**config.mk**
```make
export PLATFORM = sky130hd
export DESIGN_NAME = pmod8led2_drv
export DESIGN_NICKNAME = d
export VERILOG_FILES = /design/src/rtl/pmod8led2_drv.sv
export SDC_FILE = /design/constraint.sdc
export NUM_CORES = 1
export LEC_CHECK = 0
export BUFFER_PORTS_ARGS = -buffer_cell sky130_fd_sc_hd__buf_2
export CELL_PAD_IN_SITES_DETAIL_PLACEMENT = 0
export CELL_PAD_IN_SITES_GLOBAL_PLACEMENT = 1
export CORE_UTILIZATION = 51
export CTS_CLUSTER_DIAMETER = 60
export DETAILED_ROUTE_END_ITERATION = 16
export HOLD_SLACK_MARGIN = 0.08
export PLACE_DENSITY = 0.88
export SYNTH_ARGS = -nofsm -noshare
export SYNTH_HDL_FRONTEND = slang
export SYNTH_SLANG_ARGS = --single-unit
```
**constraint.sdc**
```tcl
create_clock -name clk -period 6.69 [get_ports clk]
set_input_delay 1.0035 -clock clk [delete_from_list [all_inputs] [get_ports clk]]
set_output_delay 1.0035 -clock clk [all_outputs]
set_load 0.05 [all_outputs]
```
**src/rtl/pmod8led2_drv.sv**
```systemverilog
// Driver for an 8-LED bi-color PMOD: per-LED red/green/yellow with global PWM
// brightness, per-LED blinking and frame-synchronous (double-buffered) updates.
module pmod8led2_drv #(
  parameter int PRESCALE     = 47,
  parameter int BLINK_FRAMES = 8000
) (
  input  logic        clk,
  input  logic        rst_n,
  input  logic [15:0] led_data,
  input  logic [7:0]  blink_mask,
  input  logic [3:0]  bright,
  input  logic        load,
  output logic        upd_pend,
  output logic [0:7]  pmodledg,
  output logic [0:7]  pmodledr
);

  localparam logic [15:0] PS_MAX = 16'(PRESCALE - 1);
  localparam logic [15:0] BF_MAX = 16'(BLINK_FRAMES - 1);

  logic [15:0] pcnt_reg;
  logic [3:0]  phase_reg;
  logic [15:0] fcnt_reg;
  logic        ysel_reg;
  logic        blink_on_reg;

  logic [15:0] sh_data_reg;
  logic [7:0]  sh_mask_reg;
  logic [3:0]  sh_bright_reg;
  logic [15:0] act_data_reg;
  logic [7:0]  act_mask_reg;
  logic [3:0]  act_bright_reg;
  logic        upd_pend_reg;

  logic [0:7]  red_next;
  logic [0:7]  grn_next;

  logic tick;
  logic frame_end;
  logic pwm_on;

  assign tick      = (pcnt_reg == PS_MAX);
  assign frame_end = tick && (phase_reg == 4'hF);
  assign pwm_on    = (act_bright_reg == 4'hF) || (phase_reg < act_bright_reg);
  assign upd_pend  = upd_pend_reg;

  // Timebase: prescaler -> PWM phase -> frame -> blink half-period.
  always_ff @(posedge clk or negedge rst_n) begin
    if (!rst_n) begin
      pcnt_reg     <= '0;
      phase_reg    <= '0;
      fcnt_reg     <= '0;
      ysel_reg     <= 1'b0;
      blink_on_reg <= 1'b1;
    end else begin
      if (tick) begin
        pcnt_reg  <= '0;
        phase_reg <= phase_reg + 4'd1;
      end else begin
        pcnt_reg <= pcnt_reg + 16'd1;
      end
      if (frame_end) begin
        ysel_reg <= ~ysel_reg;
        if (fcnt_reg == BF_MAX) begin
          fcnt_reg     <= '0;
          blink_on_reg <= ~blink_on_reg;
        end else begin
          fcnt_reg <= fcnt_reg + 16'd1;
        end
      end
    end
  end

  // Active set only ever changes on frame_end, so a frame's duty is never cut short.
  always_ff @(posedge clk or negedge rst_n) begin
    if (!rst_n) begin
      sh_data_reg    <= '0;
      sh_mask_reg    <= '0;
      sh_bright_reg  <= '0;
      act_data_reg   <= '0;
      act_mask_reg   <= '0;
      act_bright_reg <= '0;
      upd_pend_reg   <= 1'b0;
    end else begin
      if (load) begin
        sh_data_reg   <= led_data;
        sh_mask_reg   <= blink_mask;
        sh_bright_reg <= bright;
      end
      if (load && frame_end) begin
        act_data_reg   <= led_data;
        act_mask_reg   <= blink_mask;
        act_bright_reg <= bright;
        upd_pend_reg   <= 1'b0;
      end else if (load) begin
        upd_pend_reg <= 1'b1;
      end else if (frame_end && upd_pend_reg) begin
        act_data_reg   <= sh_data_reg;
        act_mask_reg   <= sh_mask_reg;
        act_bright_reg <= sh_bright_reg;
        upd_pend_reg   <= 1'b0;
      end
    end
  end

  // Yellow alternates red/green frames, so both cathodes are never driven together.
  for (genvar gi = 0; gi < 8; gi++) begin : g_led
    logic [1:0] code;
    logic       vis;
    assign code          = act_data_reg[2*gi+1 -: 2];
    assign vis           = pwm_on && (blink_on_reg || !act_mask_reg[gi]);
    assign red_next[gi]  = vis && ((code == 2'b01) || ((code == 2'b11) && !ysel_reg));
    assign grn_next[gi]  = vis && ((code == 2'b10) || ((code == 2'b11) && ysel_reg));
  end

  always_ff @(posedge clk or negedge rst_n) begin
    if (!rst_n) begin
      pmodledr <= '0;
      pmodledg <= '0;
    end else begin
      pmodledr <= red_next;
      pmodledg <= grn_next;
    end
  end

endmodule

```
Word-level counts from Yosys, hierarchy flattened
Index checks and enable logic that the tools add are counted.
{"block": "totals", "ff_bits": 111, "word_cells": 144}
{"block": "classes", "muxes": 14, "magnitude_cmp": 1, "addsub": 3, "n_eq_ne": 29, "n_reduce_logical": 81, "bitwise": 2}
{"operator": "$mux 16", "count": 5}
{"operator": "$logic_and 1x1->1", "count": 43}
{"operator": "$add 16x1->16 const B", "count": 2}
{"operator": "$eq 2x2->1 const B", "count": 16}
{"operator": "$logic_or 1x1->1", "count": 25}
{"operator": "$mux 8", "count": 3}
{"operator": "$eq 16x13->1 const B", "count": 1}
{"operator": "$eq 16x6->1 const B", "count": 1}
{"operator": "$eq 2x1->1 const B", "count": 8}
{"operator": "$mux 4", "count": 3}
{"operator": "$logic_not 1->1", "count": 9}
{"operator": "$eq 4x4->1 const B", "count": 2}
{"operator": "$add 4x1->4 const B", "count": 1}
{"operator": "$lt 4x4->1", "count": 1}
{"operator": "$reduce_and 2->1", "count": 2}
{"operator": "$mux 1", "count": 3}
{"operator": "$reduce_bool 3->1", "count": 1}
{"operator": "$ne 2x1->1 const B", "count": 1}
{"operator": "$not 1->1", "count": 2}
{"operator": "$reduce_bool 2->1", "count": 1}

Longest topological paths before layout
Gate-level depths: netlist (run 1).
{"block": "logic_depth", "depth_word": 6, "depth_mapped": 9, "ltp_nobuf": 6}

Least setup slack after synthesis (run 1)
No wires, ideal clock.
{"block": "synth_path", "path_type": "register -> register", "start": "register pcnt_reg[7]", "end": "register act_data_reg[0]", "setup_time_ps": 125, "arrival_time_ps": 2573, "synth_period_minus_slack_ps": 2698, "t_required_ps": 6565, "stages_incl_launch_ff": 8, "path_slack_ps": 3992, "cell_sequence": "dfrtp_1 > or4_4 > or4_1 > buf_2 > or3_1 > buf_6 > buf_6 > mux2_4"}
{"block": "synth_between", "elab_chain_cells": 5}
{"element": "start: declaration", "line_no": "21", "source": "logic [15:0] pcnt_reg;"}
{"element": "start signal: assignment", "line_no": "60", "source": "pcnt_reg <= pcnt_reg + 16'd1;"}
{"element": "$eq 16x6->1 (*)", "line_no": "42", "source": "assign tick = (pcnt_reg == PS_MAX);"}
{"element": "$logic_and 1x1->1 (*)", "line_no": "43", "source": "assign frame_end = tick && (phase_reg == 4'hF);"}
{"element": "$logic_and 1x1->1, on equally long branches", "line_no": "90, 97"}
{"element": "$ne 2x1->1 (no source line) / $reduce_bool 2->1 (equally long branches)"}
{"element": "$reduce_and 2->1 (no source line)"}
{"element": "end signal: assignment", "line_no": "91", "source": "act_data_reg <= led_data;"}
{"element": "end signal: assignment", "line_no": "98", "source": "act_data_reg <= sh_data_reg;"}
{"element": "end: declaration", "line_no": "30", "source": "logic [15:0] act_data_reg;"}
Every way passes the cells marked *; elsewhere a longest branch is shown, timed or not.
A chain may end at the register's enable or synchronous reset.

Worst setup path in the final report (run 1)
{"block": "layout_path", "start": "register pcnt_reg[0]", "end": "register act_data_reg[8]"}
The elaborated chain is that of the path after synthesis.

==> reports/results.tsv, run 1 <==
stage	metric	value	unit
cts	cts.sinks	111	
routing	wl_met1	4242	um
floorplan	fp.dieW	100.2	um
sta	slew_headroom	0.3515	
cts	cts_max_level	3	
routing	viasPerCell	5.538	
synthesis	synth.net_count	444	
placed_design	numPortBuffers	47	
cts	cts_setup_buffers	0	
worst_setup_path	path_depth	7	
routing	ant_nets	0	
worst_setup_path	reg2reg_depth	7	
synthesis	ys_types	39	
routing	dr.pass1.iters	6	
worst_setup_path	cp_max_fo	28	
worst_hold_path	hold_path_class	register to register	
synthesis	synthArstFlopShare	1.000	
run_status	outcome	finished clean	
global_route	grt_pass1_vias	3221	
worst_setup_path	crit_path_end_kind	register	
floorplan	core_region_area	9284	sq um
floorplan	die_area	10050	sq um
worst_setup_path	r2r_slack	3.54	ns
worst_setup_path	critical_path.endpoint	act_data_reg[8]	
routing	wl_per_cell	15.32	um
sta	hold_viol_final	0	
power	power	1.174	mW
placed_design	gp_congestion	0.8449	
cts	cts_hold_buf	0	
synthesis	avgSynthCellArea	12.12	sq um
worst_setup_path	r2r-start	pcnt_reg[0]	
placed_design	place_hpwl	6123	um
cells_and_area	diodes	0	
worst_setup_path	cp-start-kind	register	
floorplan	num_io_pins	48	
synthesis	synth_top_area_share	0.5592	
cts	clk_pin_slew	0.11	ns
placed_design	postPlaceCellArea	5275	sq um
routing	drc	0	
routing	dr_wl_met2	4331	um
flow_run	drv_cap	0	
sta	final.min_clock_period	3.151	ns
synthesis	yosysTopAreaCell	dfrtp_1	
synthesis	yosysWarningCount	0	
floorplan	rows	35	
cts	clock_path_buffers	2	
power	p_per_area	214.4	nW/um^2
synthesis	syn_inst	406	
global_route	antenna_found_initial	0	
cts	clockRootBuffer	clkbuf_8	
cells_and_area	drive_gt1_frac	0.2785	
global_route	grt_pass1_wl	15440	um
synthesis	synth_edf_count	0	
synthesis	synth_area	4922	sq um
worst_setup_path	cp.arrival	3.40	ns
sta	final-max-slew-violation-count	0	
global_route	grt_max_degree	71	
worst_setup_path	r2r-end	act_data_reg[8]	
power	leakagePower	2.533	nW
sta	fin_tns_setup	0	ns
routing	met3_length	302	um
sta	rsz0062_at_grt	false	
routing	routed_wl	8960	um
worst_setup_path	critPathSlowestCell	or4_1	
global_route	overflow	0	
sta	worst_pin_slew	0.9654	ns
synthesis	ys_top_cells_by_area	dfrtp_1 (56%), mux2_2 (8.5%), mux2_4 (6.1%)	
sta	fin_crit_sh	0.4711	
power	ir_drop	131.6	uV
global_route	grt_usage	0.1953	
cells_and_area	synthToLayoutAreaGrowth	11.26	%
floorplan	dieHeight	100.2	um
cells_and_area	num-nets-final	489	
worst_setup_path	slowest_delay	0.77	ns
worst_setup_path	critical_path_class	register to register	
worst_setup_path	critPathLaunch	pcnt_reg[0]	
synthesis	synth_ff_type	dfrtp_1	
worst_setup_path	crit_chain	inv_1 -> ha_1 -> or4b_1 -> or4_1 -> or3_1 -> buf_4 -> mux2_4	
synthesis	yosysSeqAreaShare	0.5646	
cts	cts_resized	0	
cts	cts_tree	done	
synthesis	ys_ff_latch	111	
sta	fin_skew	0.01461	ns
worst_setup_path	worst-path-buf-inv	2	
routing	dr.max_layer_used	met4	
sta	fmax	0.3173	GHz
cts	clk_latency	0.37	ns
routing	first_iter_violations	130	
cts	cts_buffers	9	
floorplan	initial_utilization	0.5302	
sta	setup_viol	0	
cells_and_area	final_area	5477	sq um
worst_setup_path	worstPathRequired	6.94	ns
routing	vias	3240	
worst_setup_path	path_delay_family	simple AND/OR/NAND/NOR gates	
[power breakdown]
group / internal, mW / switching [mW]
sequential: 0.696 / 0.00958
combinational: 0.0347 / 0.0447
clock: 0.147 / 0.243
[area by class of cell]
cell class / count / area (sq um)
clock inverter: 7 / 77.57
multi-input combinational: 269 / 2037
fill: 810 / 3807
tap: 129 / 161.4
sequential: 111 / 2779
timing repair buffer: 50 / 260.3
clock buffer: 9 / 123.9
inverter: 10 / 37.54
[layer usage]
layer | track usage | up-vias
met5 | 0 | -
met4 | 0.05909 | 0
met3 | 0.03203 | 5
met2 | 0.3161 | 70
met1 | 0.2720 | 1622
li1 | - | 1543
[how the worst min path moves through the flow]
stage                       from      endpoint  slack (ns)  cells after the start
CTS                 fcnt_reg[15]  fcnt_reg[15]        0.49                      1
global route        fcnt_reg[15]  fcnt_reg[15]        0.51                      1
detailed placement  fcnt_reg[15]  fcnt_reg[15]        0.46                      1
finish              fcnt_reg[15]  fcnt_reg[15]        0.48                      1
global placement    fcnt_reg[15]  fcnt_reg[15]        0.46                      1
floorplan           pcnt_reg[15]  pcnt_reg[15]        0.44                      1
[synthesized netlist by cell type, drive strengths merged (2+ instances only)]
cell type / instances
dfrtp: 110
mux2: 57
nand3: 30
nand2: 26
nand2b: 17
a21oi: 16
nor2: 16
nand4: 15
xnor2: 14
clkbuf: 12
nor4: 11
inv: 10
xor2: 9
o21ai: 8
ha: 7
a211oi: 6
or3: 6
and3: 5
buf: 4
or4: 4
nor3: 3
o31ai: 3
a31oi: 2
mux2i: 2
o2111ai: 2
[stage by stage]
stage | instances | setup WS (ns) | util | hold WS, ns
after global routing | 585 | 3.395 | 0.5899 | 0.5098
after detailed placement | 569 | 3.548 | 0.5682 | 0.4611
after CTS | 585 | 3.533 | 0.5899 | 0.4853
after global placement | 569 | 3.621 | 0.5682 | 0.4632
after floorplan | 406 | 3.992 | - | 0.4385
final | 585 | 3.539 | 0.5899 | 0.4826
[logic make-up after synthesis]
| family | count (synthesis) | synth area share |
|---|---|---|
| xor+xnor | 23 | 0.04093 |
| simple gates | 140 | 0.1530 |
| flops | 111 | 0.5646 |
| mux | 59 | 0.1497 |
| buf+inv | 26 | 0.02466 |
| fa+ha+maj | 7 | 0.01779 |
| compound gates | 40 | 0.04932 |
[cell usage in the layout, fill, tap and decap left out, types with 15 or more instances in the layout]
cell type  netlist  layout
nand2b_1        17      17
mux2_2          37      37
a21oi_1         16      16
nand4_1         15      15
mux2_4          20      20
nand2_1         26      26
dfrtp_1        110     110
buf_2            1      46
nand3_1         30      30
nor2_1          16      16
Power figures use the tool's default switching activity.
==> inputs of run 2 (changes only) <==
--- a/config.mk
+++ b/config.mk
@@ -8,11 +8,11 @@
 export BUFFER_PORTS_ARGS = -buffer_cell sky130_fd_sc_hd__buf_2
 export CELL_PAD_IN_SITES_DETAIL_PLACEMENT = 0
 export CELL_PAD_IN_SITES_GLOBAL_PLACEMENT = 1
-export CORE_UTILIZATION = 51
+export CORE_UTILIZATION = 48
 export CTS_CLUSTER_DIAMETER = 60
 export DETAILED_ROUTE_END_ITERATION = 16
 export HOLD_SLACK_MARGIN = 0.08
-export PLACE_DENSITY = 0.88
+export PLACE_DENSITY = 0.84
 export SYNTH_ARGS = -nofsm -noshare
 export SYNTH_HDL_FRONTEND = slang
 export SYNTH_SLANG_ARGS = --single-unit
==> constraint.sdc (replaced) <==
create_clock -name clk -period 3.2 [get_ports clk]
set_input_delay 0.48 -clock clk [delete_from_list [all_inputs] [get_ports clk]]
set_output_delay 0.48 -clock clk [all_outputs]
set_load 0.05 [all_outputs]
==> run 2 against run 1 <==
  * Setup slack lost 3.1 ns
  * Via count is 0.34% higher
  * Combinational power is 110% higher
  * Sequential power rose by 110%
  * Critical path type unchanged
  * Global-route usage shrank 0.44 points
  * Cell count rose by 1.5%
  * Register-to-register slack worse by 3.1 ns
  * Largest power group unchanged
==> reports/results.tsv, run 2 (synthesized netlist as in run 1, its figures left out) <==
stage	metric	value	unit	change
worst_setup_path	critical_path_class	register to register		
sta	final-max-slew-violation-count	0		unchanged
global_route	grt_pass1_wl	15370	um	-0.45%
routing	ant_nets	0		unchanged
cts	cts_setup_buffers	0		unchanged
worst_setup_path	crit_path_end_kind	register		
cts	clock_path_buffers	2		unchanged
global_route	grt_max_degree	78		+9.9%
cts	cts.sinks	111		unchanged
cts	clockRootBuffer	clkbuf_8		
placed_design	gp_congestion	0.7999		-5.3%
cells_and_area	num-nets-final	494		+1.0%
worst_setup_path	cp-start-kind	register		
cells_and_area	nFillCells	835		+3.1%
cells_and_area	regArea	2779	sq um	unchanged
placed_design	place_ws	0.5012	ns	-3.047 ns
sta	slew_headroom	0.3575		+0.005975
sta	worst_pin_slew	0.9637	ns	-0.001713 ns
cts	clk_pin_slew	0.12	ns	about the same
routing	viasPerCell	5.473		-1.2%
flow_run	drv_cap	0		unchanged
cts	cts_hold_buf	0		unchanged
global_route	grt_pass1_vias	3149		-2.2%
floorplan	fp.dieW	103.3	um	+3.0%
cts	cts_tree	done		
placed_design	numPortBuffers	47		unchanged
cells_and_area	mostFrequentLayoutCells	dfrtp_1 (110), buf_2 (46), mux2_2 (37), nand3_1 (30), nand2_1 (26)		
sta	hold_viol_final	0		unchanged
sta	setup_ws	0.4772	ns	-3.062 ns
power	ir_drop	217.8	uV	+65%
sta	setup_viol	0		unchanged
power	power	2.489	mW	+110%
sta	final.min_clock_period	2.723	ns	-0.4285 ns
cts	cts_resized	0		unchanged
worst_setup_path	cp_max_fo	28		unchanged
cts	cts_buffers	9		unchanged
floorplan	num_io_pins	48		unchanged
routing	wl_per_cell	15.64	um	+2.1%
routing	drc	0		unchanged
routing	routed_wl	9289	um	+3.7%
cells_and_area	diodes	0		unchanged
sta	fin_tns_setup	0	ns	unchanged
routing	first_iter_violations	123		-5.4%
global_route	grt_usage	0.1909		-0.004385
cells_and_area	multi_input_area	2028	sq um	-0.43%
sta	fmax	0.3673	GHz	+16%
power	leakagePower	2.560	nW	+1.0%
floorplan	rows	36		+2.9%
floorplan	core_region_area	9864	sq um	+6.3%
worst_setup_path	worstPathRequired	3.47	ns	-3.47 ns
worst_setup_path	cp.arrival	3.00	ns	-0.40 ns
sta	holdWs	0.2201	ns	-0.2625 ns
worst_hold_path	hold_path_class	primary input to async pin		
cells_and_area	synthToLayoutAreaGrowth	11.87	%	
cts	cts_max_level	3		unchanged
cells_and_area	layout_commonest_cell	dfrtp_1		
floorplan	die_area	10660	sq um	+6.1%
sta	fin_crit_sh	0.8509		+0.3798
run_status	outcome	finished clean		
placed_design	place_hpwl	6168	um	+0.73%
global_route	overflow	0		unchanged
cells_and_area	drive_gt1_frac	0.2863		+0.007825
cts	clk_latency	0.39	ns	+0.02 ns
routing	dr.pass1.iters	4		-2
sta	fin_skew	0.01574	ns	+0.001127 ns
cells_and_area	utilization	0.5582		-0.03167
floorplan	dieHeight	103.3	um	+3.0%
routing	vias	3251		+0.34%
floorplan	initial_utilization	0.4990		-0.03120
sta	rsz0062_at_grt	false		
power	p_per_area	452.1	nW/um^2	+110%
global_route	antenna_found_initial	0		unchanged
run 2: changes by cell type in the layout (fill, tap and decap cells not counted):
cell	change
inv_6	+1
clkinvlp_4	-1
buf_4	+5
clkinv_8	-1
inv_8	+1
nor4_2	+1
nor4_4	-1
run 2: cell type report:
cell class / instances / area share
clock inverter: 7 / 0.01341
sequential: 111 / 0.5047
inverter: 10 / 0.006817
multi-input combinational: 269 / 0.3683
timing repair buffer: 55 / 0.05408
tap: 133 / 0.03022
clock buffer: 9 / 0.02249
run 2: metal layers:
| layer | up-vias | routed length (um) | GRT usage |
|---|---|---|---|
| met5 | - | 0 | 0 |
| met4 | 0 | 197 | 0.09317 |
| met3 | 14 | 300 | 0.02554 |
| li1 | 1549 | - | - |
| met1 | 1619 | 4470 | 0.2600 |
| met2 | 69 | 4320 | 0.3041 |
run 2: path summary, 6_finish.rpt:
check | startpoint | endpoint | slack (ns) | depth (start not counted)
setup reg to reg | pcnt_reg[0] | act_data_reg[8] | 0.48 | 7
hold / removal | rst_n | sh_data_reg[4] | 0.22 | 1
hold reg to reg | fcnt_reg[15] | fcnt_reg[15] | 0.48 | 1
min in group clk | led_data[13] | sh_data_reg[13] | 0.33 | 2
max in group asynchronous | rst_n | pmodledg[4] | 2.09 | 2
setup / recovery | pcnt_reg[0] | act_data_reg[8] | 0.48 | 7
run 2: where the power goes:
group / internal (mW) / switching (mW)
combinational: 0.0739 / 0.0949
sequential: 1.45 / 0.0200
clock: 0.310 / 0.537
total: 1.84 / 0.652
run 2: through the flow:
stage / instances / area [sq um]
after global placement: 578 / 5309
after floorplan: 406 / 4922
after CTS: 594 / 5507
after detailed placement: 578 / 5309
after global routing: 594 / 5507
final: 594 / 5507
run 2: worst max-delay path, cell delays in order (launching register included):
cell	delay, ns
dfrtp_1	0.44
inv_1	0.07
ha_1	0.13
or4b_1	0.52
or4_1	0.44
or3_1	0.37
buf_4	0.29
mux2_4	0.35
==> inputs of run 3 (changes only) <==
--- a/config.mk
+++ b/config.mk
@@ -9,6 +9,7 @@
 export CELL_PAD_IN_SITES_DETAIL_PLACEMENT = 0
 export CELL_PAD_IN_SITES_GLOBAL_PLACEMENT = 1
 export CORE_UTILIZATION = 48
+export CTS_BUF_LIST = sky130_fd_sc_hd__clkbuf_16
 export CTS_CLUSTER_DIAMETER = 60
 export DETAILED_ROUTE_END_ITERATION = 16
 export HOLD_SLACK_MARGIN = 0.08
==> run 3 against run 2 <==
  * Critical endpoint unchanged
  * Non-clock buffer count stayed put
  * Via count is 0.95% higher
  * Fmax is 0.10% lower
  * Combinational power hardly changed
==> reports/results.tsv, run 3 (synthesized netlist as in run 1, its figures left out) <==
stage	metric	value	unit	change
cts	clk_pin_slew	0.08	ns	-0.04 ns
floorplan	dieHeight	103.3	um	unchanged
cells_and_area	mostFrequentLayoutCells	dfrtp_1 (110), buf_2 (46), mux2_2 (37), nand3_1 (30), nand2_1 (26)		
floorplan	fp.dieW	103.3	um	unchanged
worst_setup_path	reg2reg_depth	7		unchanged
sta	setup_ws	0.4743	ns	-0.002850 ns
placed_design	place_ws	0.5012	ns	unchanged
cts	cts_resized	0		unchanged
worst_setup_path	slowest_delay	0.52	ns	about the same
floorplan	core_region_area	9864	sq um	unchanged
worst_setup_path	worstPathRequired	3.44	ns	-0.03 ns
floorplan	rows	36		unchanged
sta	slew_headroom	0.3566		-0.0009020
cells_and_area	synthToLayoutAreaGrowth	13.93	%	
cts	cts_hold_buf	0		unchanged
cts	clk_latency	0.36	ns	-0.03 ns
global_route	overflow	0		unchanged
floorplan	die_area	10660	sq um	unchanged
routing	vias	3282		+0.95%
sta	worst_pin_slew	0.9651	ns	+0.001354 ns
power	p_per_area	492.9	nW/um^2	+9.0%
placed_design	place_hpwl	6168	um	unchanged
power	power	2.764	mW	+11%
sta	hold_viol_final	0		unchanged
worst_setup_path	cp.arrival	2.96	ns	-0.04 ns
floorplan	initial_utilization	0.4990		unchanged
cells_and_area	drive_gt1_frac	0.2863		unchanged
worst_setup_path	cp-start-kind	register		
cts	cts_tree	done		
sta	fin_tns_setup	0	ns	unchanged
sta	fin_crit_sh	0.8518		+0.0008906
worst_setup_path	r2r-end	act_data_reg[8]		
sta	fin_skew	0.01174	ns	-0.003996 ns
floorplan	num_io_pins	48		unchanged
sta	final.min_clock_period	2.726	ns	+0.002850 ns
cts	clockRootBuffer	clkbuf_16		
global_route	antenna_found_initial	0		unchanged
cells_and_area	diodes	0		unchanged
sta	final-max-slew-violation-count	0		unchanged
power	ir_drop	275.6	uV	+27%
worst_setup_path	critical_path_class	register to register		
routing	wl_per_cell	15.79	um	+1.0%
worst_setup_path	crit_path_end_kind	register		
worst_setup_path	cp_max_fo	28		unchanged
global_route	grt_usage	0.1941		+0.003198
cts	clock_path_buffers	2		unchanged
global_route	grt_pass1_wl	15550	um	+1.1%
sta	fmax	0.3669	GHz	-0.10%
sta	rsz0062_at_grt	false		
power	leakagePower	2.606	nW	+1.8%
routing	routed_wl	9382	um	+1.0%
cells_and_area	num-nets-final	494		unchanged
run_status	outcome	finished clean		
worst_hold_path	hold_path_class	primary input to async pin		
worst_setup_path	critPathSlowestCell	or4b_1		
cells_and_area	regArea	2779	sq um	unchanged
placed_design	numPortBuffers	47		unchanged
global_route	grt_pass1_vias	3184		+1.1%
cts	cts.sinks	111		unchanged
routing	drc	0		unchanged
routing	ant_nets	0		unchanged
cts	cts_max_level	3		unchanged
cts	cts_setup_buffers	0		unchanged
cells_and_area	multi_input_area	2028	sq um	unchanged
cells_and_area	layout_commonest_cell	dfrtp_1		
routing	first_iter_violations	128		+4.1%
cts	cts_buffers	9		unchanged
cells_and_area	nFillCells	820		-1.8%
routing	dr.pass1.iters	4		unchanged
worst_setup_path	r2r_slack	0.47	ns	about the same
flow_run	drv_cap	0		unchanged
global_route	grt_max_degree	78		unchanged
placed_design	gp_congestion	0.7999		unchanged
worst_setup_path	r2r-start	pcnt_reg[0]		
worst_setup_path	crit_chain	inv_1 -> ha_1 -> or4b_1 -> or4_1 -> or3_1 -> buf_4 -> mux2_4		
routing	viasPerCell	5.525		+0.95%
sta	setup_viol	0		unchanged
[run 3: cell count changes in the layout (fill, tap and decap cells not counted)]
cell	delta
clkbuf_16	+9
clkbuf_8	-9
[run 3: through the flow]
stage | hold WS, ns | util | std cells | instance area, sq um
after CTS | 0.3278 | 0.5685 | 594 | 5608
after detailed placement | 0.4705 | 0.5382 | 578 | 5309
after global placement | 0.4743 | 0.5382 | 578 | 5309
after floorplan | 0.1844 | - | 406 | 4922
after global routing | 0.3533 | 0.5685 | 594 | 5608
final | 0.2599 | 0.5685 | 594 | 5608
[run 3: final cells by class]
| class | count | share of cell area |
|---|---|---|
| clock buffers | 9 | 0.04016 |
| inverters | 10 | 0.006693 |
| well taps | 133 | 0.02967 |
| clock inverters | 7 | 0.01316 |
| repair buffers | 55 | 0.05310 |
| flip-flops and latches | 111 | 0.4955 |
| multi-input cells | 269 | 0.3617 |
[run 3: metal layers]
layer	vias up	GRT usage	routed length [um]	share of wire
met1	1636	0.2612	4475	0.48
li1	1558	-	-	-
met4	0	0.06826	155	0.017
met2	75	0.3087	4415	0.47
met5	-	0	0	0
met3	13	0.04772	335	0.036
[run 3: where the power goes]
group	switching [mW]	leakage (nW)	internal, mW
sequential	0.0202	1.45	1.45
combinational	0.0953	1.01	0.0739
clock	0.565	0.147	0.555
total	0.681	2.61	2.08
[run 3: critical path, delay by kind of cell (launching register included)]
kind | cells | cell delay (ns)
simple gates | 3 | 1.34
flops | 1 | 0.42
buf+inv | 2 | 0.36
mux | 1 | 0.35
fa+ha+maj | 1 | 0.13
[run 3: how the worst max path moves through the flow]
stage,start,end,slack [ns]
finish,pcnt_reg[0],act_data_reg[8],0.47
global route,pcnt_reg[0],act_mask_reg[4],0.36
CTS,pcnt_reg[0],act_data_reg[8],0.48
detailed placement,pcnt_reg[0],act_data_reg[12],0.50
global placement,pcnt_reg[0],act_data_reg[12],0.55
floorplan,pcnt_reg[7],act_data_reg[0],0.50
